`src/rtl/wb_sram_arbiter.sv`:
```
// wb_sram_arbiter: two-initiator Wishbone round-robin arbiter in front of the SoC SRAM slave.
// The grant is held for as long as the owning initiator keeps CYC high. At least one IDLE
// cycle separates two grants. The slave-side signals and the return paths are a combinational
// mux of the granted initiator and are forced to zero while IDLE.
// Optional watchdog: define WB_ARB_TIMEOUT_EN to end stalled strobes after TIMEOUT_CYCLES.
// Ports:
//   wb_clk_i, wb_rst_n_i           clock, async active-low reset
//   m0_wb_*, m1_wb_*               initiator ports (cyc/stb/adr/sel/we/dat in; dat/ack/err out)
//   s_wb_*                         SRAM slave port
//   gnt_o                          one-hot current grant (bit0 = initiator 0)
module wb_sram_arbiter #(
  parameter int unsigned ADR_WIDTH      = 32,
  parameter int unsigned TIMEOUT_CYCLES = 255
) (
  input  logic                 wb_clk_i,
  input  logic                 wb_rst_n_i,
  input  logic                 m0_wb_cyc_i,
  input  logic                 m0_wb_stb_i,
  input  logic [ADR_WIDTH-1:0] m0_wb_adr_i,
  input  logic [3:0]           m0_wb_sel_i,
  input  logic                 m0_wb_we_i,
  input  logic [31:0]          m0_wb_dat_i,
  output logic [31:0]          m0_wb_dat_o,
  output logic                 m0_wb_ack_o,
  output logic                 m0_wb_err_o,
  input  logic                 m1_wb_cyc_i,
  input  logic                 m1_wb_stb_i,
  input  logic [ADR_WIDTH-1:0] m1_wb_adr_i,
  input  logic [3:0]           m1_wb_sel_i,
  input  logic                 m1_wb_we_i,
  input  logic [31:0]          m1_wb_dat_i,
  output logic [31:0]          m1_wb_dat_o,
  output logic                 m1_wb_ack_o,
  output logic                 m1_wb_err_o,
  output logic                 s_wb_cyc_o,
  output logic                 s_wb_stb_o,
  output logic                 s_wb_we_o,
  output logic [ADR_WIDTH-1:0] s_wb_adr_o,
  output logic [3:0]           s_wb_sel_o,
  output logic [31:0]          s_wb_dat_o,
  input  logic [31:0]          s_wb_dat_i,
  input  logic                 s_wb_ack_i,
  input  logic                 s_wb_err_i,
  output logic [1:0]           gnt_o
);

  // Elaboration-time guard on the watchdog limit.
  if (TIMEOUT_CYCLES < 2 || TIMEOUT_CYCLES > 65535) begin : g_bad_timeout
    $error("wb_sram_arbiter: TIMEOUT_CYCLES out of range 2..65535");
  end

  typedef enum logic [1:0] {ST_IDLE = 2'd0, ST_GNT0 = 2'd1, ST_GNT1 = 2'd2} state_t;

  state_t r_state, w_state_nxt;
  logic   r_last, w_last_nxt;   // last initiator served; the other one wins a tie
  logic   w_sel0, w_sel1;
  logic   w_stb_raw;
  logic   w_timeout;

  // State register; reset drops the grant, and with it the slave CYC/STB, asynchronously.
  always_ff @(posedge wb_clk_i or negedge wb_rst_n_i) begin
    if (!wb_rst_n_i) begin
      r_state <= ST_IDLE;
      r_last  <= 1'b1;
    end else begin
      r_state <= w_state_nxt;
      r_last  <= w_last_nxt;
    end
  end

  // Next-state: round-robin on contention, grant locked while the owner holds CYC.
  always_comb begin
    w_state_nxt = r_state;
    w_last_nxt  = r_last;
    case (r_state)
      ST_IDLE: begin
        if (m0_wb_cyc_i && m1_wb_cyc_i) w_state_nxt = r_last ? ST_GNT0 : ST_GNT1;
        else if (m0_wb_cyc_i)           w_state_nxt = ST_GNT0;
        else if (m1_wb_cyc_i)           w_state_nxt = ST_GNT1;
      end
      ST_GNT0: begin
        if (!m0_wb_cyc_i) begin
          w_state_nxt = ST_IDLE;
          w_last_nxt  = 1'b0;
        end
      end
      ST_GNT1: begin
        if (!m1_wb_cyc_i) begin
          w_state_nxt = ST_IDLE;
          w_last_nxt  = 1'b1;
        end
      end
      default: w_state_nxt = ST_IDLE;
    endcase
  end

  assign w_sel0 = (r_state == ST_GNT0);
  assign w_sel1 = (r_state == ST_GNT1);
  assign gnt_o  = {w_sel1, w_sel0};

  assign w_stb_raw = (w_sel0 & m0_wb_stb_i) | (w_sel1 & m1_wb_stb_i);

`ifdef WB_ARB_TIMEOUT_EN
  localparam int unsigned WD_W = $clog2(TIMEOUT_CYCLES + 1);

  logic [WD_W-1:0] r_wdog;
  logic            w_stall;

  // A stalled cycle is a strobe with no termination; an ack in the limit cycle beats the timeout.
  assign w_stall   = w_stb_raw & ~s_wb_ack_i & ~s_wb_err_i;
  assign w_timeout = w_stall & (r_wdog == WD_W'(TIMEOUT_CYCLES - 1));

  // Watchdog; IDLE always separates grants and has no strobe, so a grant change also clears it.
  always_ff @(posedge wb_clk_i or negedge wb_rst_n_i) begin
    if (!wb_rst_n_i)               r_wdog <= '0;
    else if (!w_stall || w_timeout) r_wdog <= '0;
    else                           r_wdog <= r_wdog + WD_W'(1);
  end
`else
  assign w_timeout = 1'b0;
`endif

  // Slave-side mux; all zero while IDLE, strobe masked in the timeout cycle.
  always_comb begin
    s_wb_cyc_o = 1'b0;
    s_wb_we_o  = 1'b0;
    s_wb_adr_o = '0;
    s_wb_sel_o = '0;
    s_wb_dat_o = '0;
    if (w_sel0) begin
      s_wb_cyc_o = m0_wb_cyc_i;
      s_wb_we_o  = m0_wb_we_i;
      s_wb_adr_o = m0_wb_adr_i;
      s_wb_sel_o = m0_wb_sel_i;
      s_wb_dat_o = m0_wb_dat_i;
    end else if (w_sel1) begin
      s_wb_cyc_o = m1_wb_cyc_i;
      s_wb_we_o  = m1_wb_we_i;
      s_wb_adr_o = m1_wb_adr_i;
      s_wb_sel_o = m1_wb_sel_i;
      s_wb_dat_o = m1_wb_dat_i;
    end
  end

  assign s_wb_stb_o = w_stb_raw & ~w_timeout;

  // Return paths only to the granted initiator; terminations during IDLE are dropped.
  assign m0_wb_dat_o = w_sel0 ? s_wb_dat_i : 32'h0;
  assign m0_wb_ack_o = w_sel0 & s_wb_ack_i;
  assign m0_wb_err_o = w_sel0 & (s_wb_err_i | w_timeout);
  assign m1_wb_dat_o = w_sel1 ? s_wb_dat_i : 32'h0;
  assign m1_wb_ack_o = w_sel1 & s_wb_ack_i;
  assign m1_wb_err_o = w_sel1 & (s_wb_err_i | w_timeout);

endmodule

```
`config.mk`:
```
export PLATFORM = sky130hd
export DESIGN_NAME = wb_sram_arbiter
export DESIGN_NICKNAME = d
export VERILOG_FILES = /design/src/rtl/wb_sram_arbiter.sv
export SDC_FILE = /design/constraint.sdc
export NUM_CORES = 1
export LEC_CHECK = 0
export ABC_AREA = 1
export ABC_CLOCK_PERIOD_IN_PS = 3500
export BUFFER_PORTS_ARGS = -buffer_cell sky130_fd_sc_hd__buf_2
export CORE_AREA = 2 2 122 124
export DETAILED_ROUTE_END_ITERATION = 10
export DIE_AREA = 0 0 124 126
export PLACE_DENSITY = 0.49
export SLEW_MARGIN = 15
export SYNTH_ARGS = -nofsm -noshare
export SYNTH_HDL_FRONTEND = slang
export SYNTH_SLANG_ARGS = --single-unit
```
`constraint.sdc`:
```
create_clock -name wb_clk_i -period 3.5 [get_ports wb_clk_i]
set_input_delay 0.7 -clock wb_clk_i [delete_from_list [all_inputs] [get_ports wb_clk_i]]
set_output_delay 0.7 -clock wb_clk_i [all_outputs]
set_load 0.02 [all_outputs]
```
* Word level (Yosys, flattened, before mapping)
Cells that the tools add are included.
** Word-level totals
- Register bits after elaboration :: 3
- Bits of input ports :: 178
- Output and inout bits :: 141
- Word-level logic and storage cells :: 41
** Cells by class
- Eq/ne operators :: 5
- Muxes and demuxes :: 22
- Bitwise operators :: 7
- Reductions and logical operators :: 5
** Operator list (number)
- $mux 32 :: 6
- $mux 2 :: 6
- $mux 4 :: 2
- $and 1x1->1 :: 6
- $mux 1 :: 6
- $pmux 2 s3 :: 1
- $reduce_and 3->1 :: 2
- $ne 2x2->1 const B :: 2
- $ne 4x4->1 const B :: 1
- $eq 2x1->1 const B :: 1
- $eq 2x2->1 const B :: 1
- $logic_not 2->1 :: 1
- $pmux 1 s2 :: 1
- $reduce_bool 2->1 :: 1
- $logic_and 1x1->1 :: 1
- $or 1x1->1 :: 1

* Depth between registers and ports, before layout
Gate-level depths: netlist (run 1).
- Depth in word-level cells :: 4
- Gate-level depth with buffers :: 6
- Mapped depth without buffers :: 5

* Worst setup path before layout (run 1)
No wires, ideal clock.
- Kind :: register to output
- From :: register r_state[0]
- To :: output m1_wb_dat_o[10]
- Data arrival time :: 1.040 ns
- Data required time :: 2.800 ns
- Slack :: 1.760 ns
- Stages on the path, launching flop included :: 5
- Buffers on the path :: 1
- Path through :: dfrtp_1 > inv_2 > nand2_4 > buf_2 > nor2_1
** Between the ends
- Longest elaborated chain between the ends :: 2
** RTL lines
- start, declared :: RTL line 54 : state_t r_state, w_state_nxt;
- start signal, assigned :: RTL line 66 : r_state <= w_state_nxt;
- $eq 2x2->1 :: RTL line 98 : assign w_sel1 = (r_state == ST_GNT1);
- $mux 32 :: RTL line 151 : assign m1_wb_dat_o = w_sel1 ? s_wb_dat_i : 32'h0;
- end, declared :: RTL line 32 : output logic [31:0] m1_wb_dat_o,
Every way passes these cells.

* Worst setup path after layout (run 1)
- From :: register r_state[1]
- To :: output s_wb_dat_o[6]
** Between the ends
- Longest elaborated chain between the ends :: 3
** RTL lines
- $eq 2x2->1 :: RTL line 98
- $mux 32 :: RTL line 136 : end else if (w_sel1) begin
- $mux 32 (*) :: RTL line 130 : if (w_sel0) begin
- end, declared :: RTL line 40 : output logic [31:0] s_wb_dat_o,
Every way passes the cells marked *; elsewhere a longest branch is shown, timed or not.

==> key figures, run 1 <==
Outcome
  – Outcome: finished clean

Logic synthesis
  – Synth Warn #: 0
  – Count of unique library cells instantiated by Yosys: 14
  – Count leader, synth: nand2_1
  – Post-synth top cells: nand2_1 (216), nor2_1 (70), inv_1 (36), buf_6 (14), buf_2 (6)
  – FFs w/ async S/R, synth: between 90% and 100%
  – Primary FF master, synth: dfrtp_1
  – Number of flops mapped to enable cells by yosys: 0
  – Post-synth net total: about 540
  – Cell count after synthesis: 360
  – Cell taking the most area after synthesis: nand2_1
  – Seq/Total Area, Yosys: roughly 5%
  – Synth area leaders: nand2_1 (52%), nor2_1 (17%), buf_6 (10%)
  – Synth Cell Area: between 1500 and 2000 µm²
  – Post-synthesis average cell area: between 4 and 5 µm²
  – FF+latch count, synth: 3
  – Share of the synthesized area in the top cell type: between 50% and 60%

Timing
  – Hold Slack: 264 ps
  – Final worst-path cycle share: between 70% and 80%
  – Min Tclk post-route: between 2000 and 3000 ps
  – Setup Skew: 1.82 ps
  – Post-route setup TNS: 0 ps
  – Final Hold Viols: 0
  – Final Slew Violations: 0
  – Worst slew pin tran: between 700 and 800 ps
  – RSZ-0062 raised after global routing: false
  – Final worst-path setup slack: ~730 ps
  – Fmax: approximately 0.36 GHz
  – Finish-stage setup viols: 0
  – Slew HR: between 50% and 60%

Placed design
  – DP Worst Slack: 957 ps
  – GP Congestion: 0.769
  – Hpwl dp: 7.26 mm
  – Dpl cell area: around 3200 µm²
  – Dpl cells: 840
  – Buffers added on ports: approximately 320

Clocking
  – CTS buffer count: 3
  – Clock Pin Slew Worst Setup and Hold Paths: roughly 30 ps
  – CTS-repair resized insts: 0
  – Post-CTS setup buffer count: 0
  – Hold_buf cts: 0
  – Clock H-tree levels: 1
  – Clk sinks: 3
  – Clk_lat worst skew: approximately 230 ps
  – Maximum clock path buffer count: 2
  – Clk root buf: clkbuf_16
  – CTS tree: done

Route
  – Post-route ant nets: 0
  – Drt first pass iters: 6
  – Initial DRC count: a little under 70
  – Total wire length: 8.93 mm
  – Via Count: around 3.0k
  – Vias per cell: roughly 3.6
  – Drt wl/cell: 10.6 µm
  – Drt drc: 0

Critical path
  – RR Startpoint: r_state[1]$_DFFE_PN0P_
  – Worst setup EP type: primary output
  – Crit path launch: r_state[1]$_DFFE_PN0P_
  – Startpoint type of the worst setup path: flop
  – Crit Path Class: flop to primary output
  – Worst-path fanout max: 71
  – CP Capture Point: s_wb_dat_o[6]
  – Reg2Reg Depth: 4
  – WP data arrival: 2070 ps
  – Critical Path RT: 2800 ps
  – R2r setup slk: about 2300 ps
  – R2r endpoint: r_last$_DFFE_PN1P_

Power
  – Final Total Pwr: around 2.5 mW
  – Maximum vdd ir drop: 338 µV
  – Lkg Pwr: between 2 and 2.5 nW
  – Pwr Density: around 760 nW/µm²

Floorplanning
  – Core box area: ~14000 µm²
  – Initial cell density of the core: between 10% and 20%
  – Die height: approximately 130 µm
  – # rows: 44
  – Die Span X: 124 µm
  – Die ar.: 15600 µm²
  – # IOs: 319

Final layout
  – Final nets: about 840
  – Design area: roughly 3300 µm²
  – Final core utilization: a little under a quarter
  – Share of cells above drive strength 1: roughly 50%
  – Synth-to-Final Area Change: 108%
  – Filler cells: approximately 1.7k
  – Final Instance Count excl. Fillers: approximately 850

GRT
  – Total GRT Usage: 9.96%
  – Number of global-route vias before repair: ~2.6k
  – Initial antenna violation count: 0
  – First-pass GRT wire length: around 13 mm
  – Overflow after GRT: 0
  – Largest net degree at the start of global routing: slightly above 70

Flow run
  – Max-Cap Viols: 0

Hold path
  – Min-delay worst type: input port to async pin
==> per-layer routing <==
| layer | global-route usage [%] | wire (µm) | up-vias |
|---|---|---|---|
| met1 | 11.2 | 3480 | 1265 |
| met5 | 0 | 0 | - |
| met3 | 0.951 | 756 | 8 |
| met2 | 19.8 | 4650 | 149 |
| met4 | 1.85 | 44 | 0 |
| li1 | - | - | 1627 |
==> where the power goes <==
group	total, mW	leakage, nW	internal, mW	switching (mW)
sequential	0.0770	0.0359	0.0563	0.0207
combinational	2.24	2.41	0.659	1.58
clock	0.183	0.0382	0.150	0.0326
total	2.50	2.49	0.865	1.63
==> worst max-delay path: stages, from the launching register on <==
cell	delay (ps)
dfrtp_1	420
inv_2	100
nand2_4	220
inv_4	570
nand2_1	130
nand2_1	100
buf_2	180
==> area by class of cell <==
cell class              instances  area [µm²]  share of cell area [%]
diodes                          1        2.50                  0.0766
clock buffers                   4        78.8                    2.41
inverters                      40         155                    4.75
multi-input cells             295        1130                    34.7
flip-flops and latches          3        76.3                    2.34
well taps                     184         230                    7.04
repair buffers                318        1590                    48.7
==> cells by family (layout without fill, tap and decap cells) <==
group	count (synthesis)	in the layout	synth area share, %
simple gates	292	292	71.2
compound gates	3	3	1.12
buf+inv	62	362	22.8
other cells	0	1	0
flops	3	3	4.87
==> sequential cells by signal, summed over array words and instances, names as in the netlist <==
name     flops
r_last       1
r_state      2
==> cells in the final DEF (no fill, tap or decap) <==
cell,instances
buf_2,318
nand2_1,216
nor2_1,70
inv_1,36
nand3_1,4
clkbuf_16,3
inv_2,2
nand2_4,2
inv_4,2
o21ai_0,2
dfrtp_1,2
diode_2,1
o21bai_1,1
clkbuf_1,1
dfstp_2,1
==> worst min path at each step <==
stage / start / to / slack (ps) / depth (start not counted)
after floorplan: wb_rst_n_i / r_state[0]$_DFFE_PN0P_ / 400 / 0
after global placement: wb_rst_n_i / r_state[0]$_DFFE_PN0P_ / 500 / 1
after detailed placement: wb_rst_n_i / r_state[1]$_DFFE_PN0P_ / 500 / 1
after CTS: wb_rst_n_i / r_state[1]$_DFFE_PN0P_ / 260 / 1
after global routing: wb_rst_n_i / r_state[1]$_DFFE_PN0P_ / 270 / 1
final: wb_rst_n_i / r_state[1]$_DFFE_PN0P_ / 260 / 1
Note: power is estimated with default switching activity, not from simulation.
==> run 2, diff against run 1 <==
--- a/config.mk
+++ b/config.mk
@@ -6,11 +6,11 @@
 export NUM_CORES = 1
 export LEC_CHECK = 0
 export ABC_AREA = 1
-export ABC_CLOCK_PERIOD_IN_PS = 3500
+export ABC_CLOCK_PERIOD_IN_PS = 2250
 export BUFFER_PORTS_ARGS = -buffer_cell sky130_fd_sc_hd__buf_2
-export CORE_AREA = 2 2 122 124
+export CORE_AREA = 2 2 125 127
 export DETAILED_ROUTE_END_ITERATION = 10
-export DIE_AREA = 0 0 124 126
+export DIE_AREA = 0 0 127 129
 export PLACE_DENSITY = 0.49
 export SLEW_MARGIN = 15
 export SYNTH_ARGS = -nofsm -noshare
==> constraint.sdc (replaced) <==
create_clock -name wb_clk_i -period 2.25 [get_ports wb_clk_i]
set_input_delay 0.45 -clock wb_clk_i [delete_from_list [all_inputs] [get_ports wb_clk_i]]
set_output_delay 0.45 -clock wb_clk_i [all_outputs]
set_load 0.02 [all_outputs]
==> run 2 against run 1 <==
  * Power rose by 60%
  * Clock-buffer cell count is the same
  * Worst hold slack worse by 240 ps
  * Via count shrank 0.92%
  * Cell count is 1.1% higher
  * Global-route usage decreased by 0.43 points
  * Combinational power is 60% higher
  * Cell area increased by 2.2%
  * Routed wire length grew 2.5%
  * Clock power increased by 54%
  * Sequential share of layout area decreased by 0.051 points
  * Critical path depth increased by 1
==> key figures, run 2 (synthesized netlist as in run 1, its figures left out) <==
Clocking
  – Clock H-tree levels: 1
  – CTS-repair resized insts: 0
  – Clk root buf: clkbuf_16
  – CTS tree: done
  – Post-CTS setup buffer count: 0
  – Clk sinks: 3
  – Clock Pin Slew Worst Setup and Hold Paths: around 30 ps
  – CTS buffer count: 3
  – Hold_buf cts: 0
  – Clk_lat worst skew: about 220 ps
  – Maximum clock path buffer count: 2

Placed design
  – GP Congestion: ~0.75
  – Hpwl dp: approximately 8 mm
  – Buffers added on ports: 318

Final layout
  – Reg with most FFs: r_state
  – Most frequent cells in the layout: buf_2 (318), nand2_1 (216), nor2_1 (70)
  – Synth-to-Final Area Change: 113%
  – Max FFs per register: 2
  – Share of cells above drive strength 1: between 50% and 60%
  – Top Registers: r_state: 2 flops, r_last: 1 flops
  – Final nets: between 800 and 900
  – Commonest non-fill, non-tap cell in the layout: buf_2
  – Filler cells: about 1.8k
  – ANT cells: 0

Timing
  – Slew HR: between 70 and 80%
  – Final Hold Viols: 0
  – Final Slew Violations: 0
  – Finish-stage setup viols: 0
  – Min Tclk post-route: 2030 ps
  – Final worst-path cycle share: about 90%
  – Setup Skew: roughly 0.18 ps
  – Worst slew pin tran: between 300 and 400 ps
  – Hold Slack: between 20 and 25 ps
  – RSZ-0062 raised after global routing: false
  – Fmax: ~0.5 GHz
  – Post-route setup TNS: 0 ps

Hold path
  – Min-delay worst type: input port to async pin

Floorplanning
  – # IOs: 319
  – Core box area: 15000 µm²
  – Initial cell density of the core: 10.5%
  – Die height: between 100 and 150 µm
  – Die ar.: about 16000 µm²
  – Die Span X: between 100 and 150 µm
  – # rows: 45

Power
  – Final Total Pwr: 3.99 mW
  – Maximum vdd ir drop: 439 µV
  – Pwr Density: 1190 nW/µm²
  – Lkg Pwr: between 2 and 3 nW

Flow run
  – Max-Cap Viols: 0

GRT
  – Number of global-route vias before repair: ~2.6k
  – First-pass GRT wire length: around 13 mm
  – Total GRT Usage: roughly a tenth
  – Largest net degree at the start of global routing: 56
  – Initial antenna violation count: 0
  – Overflow after GRT: 0

Critical path
  – WP data arrival: 1580 ps
  – Crit Path Class: flop to primary output
  – Critical Path RT: roughly 1800 ps
  – Startpoint type of the worst setup path: flop
  – Worst setup EP type: primary output
  – Worst-path fanout max: 26

Outcome
  – Outcome: finished clean

Route
  – Via Count: 3021
  – Initial DRC count: 95
  – Vias per cell: 3.54
  – Post-route ant nets: 0
  – Drt drc: 0
  – Drt wl/cell: ~11 µm
  – Drt first pass iters: 5
  – Total wire length: a little over 9 mm
run 2: cell count changes in the layout (fill, tap and decap cells not counted), sizes merged:
cell	before	now
diode	1	0
buf	318	324
run 2: path summary, 6_finish.rpt:
| kind | depth (start not counted) | slack, ps | to | start |
|---|---|---|---|---|
| worst max-delay path | 7 | 220 | s_wb_adr_o[12] | r_state[1]$_DFFE_PN0P_ |
| worst min-delay path | 1 | 20 | r_state[0]$_DFFE_PN0P_ | wb_rst_n_i |
| worst max register to register | 5 | 1050 | r_last$_DFFE_PN1P_ | r_state[1]$_DFFE_PN0P_ |
| worst min register to register | 2 | 500 | r_last$_DFFE_PN1P_ | r_last$_DFFE_PN1P_ |
| max in group asynchronous | 1 | 2030 | r_last$_DFFE_PN1P_ | wb_rst_n_i |
| min in group wb_clk_i | 2 | 450 | r_last$_DFFE_PN1P_ | m1_wb_cyc_i |
run 2: through the flow:
stage	area, µm²	util, %	instances	setup slack, ps
after floorplan	1570	-	360	760
after global placement	3260	21.8	850	411
after detailed placement	3260	21.8	850	410
after CTS	3340	22.3	854	175
after global routing	3340	22.3	854	95.5
final	3340	22.3	854	217
run 2: layout make-up:
class / count / area [µm²] / area share (%)
inverters: 40 / 155 / 4.64
clock buffers: 4 / 78.8 / 2.36
well taps: 188 / 235 / 7.04
flip-flops and latches: 3 / 76.3 / 2.28
repair buffers: 324 / 1660 / 49.7
multi-input cells: 295 / 1130 / 33.9
run 2: per-layer routing:
layer | track usage, % | share of wire, %
met5 | 0 | 0
met2 | 18.8 | 52
met1 | 10.9 | 39
met3 | 1.58 | 8.6
met4 | 1.42 | 0.23
run 2: worst max-delay path, cell delays in order, from the launching register on:
cell,delay [ps]
dfrtp_1,420
inv_2,100
nand2_4,50
inv_4,230
buf_4,240
nand2_1,90
nand2_1,70
buf_2,150
run 2: report_power, final:
part	internal (mW)	leakage, nW	switching (mW)	total, mW
sequential	0.0874	0.0359	0.0312	0.119
clock	0.234	0.0382	0.0484	0.282
combinational	1.12	2.45	2.47	3.59
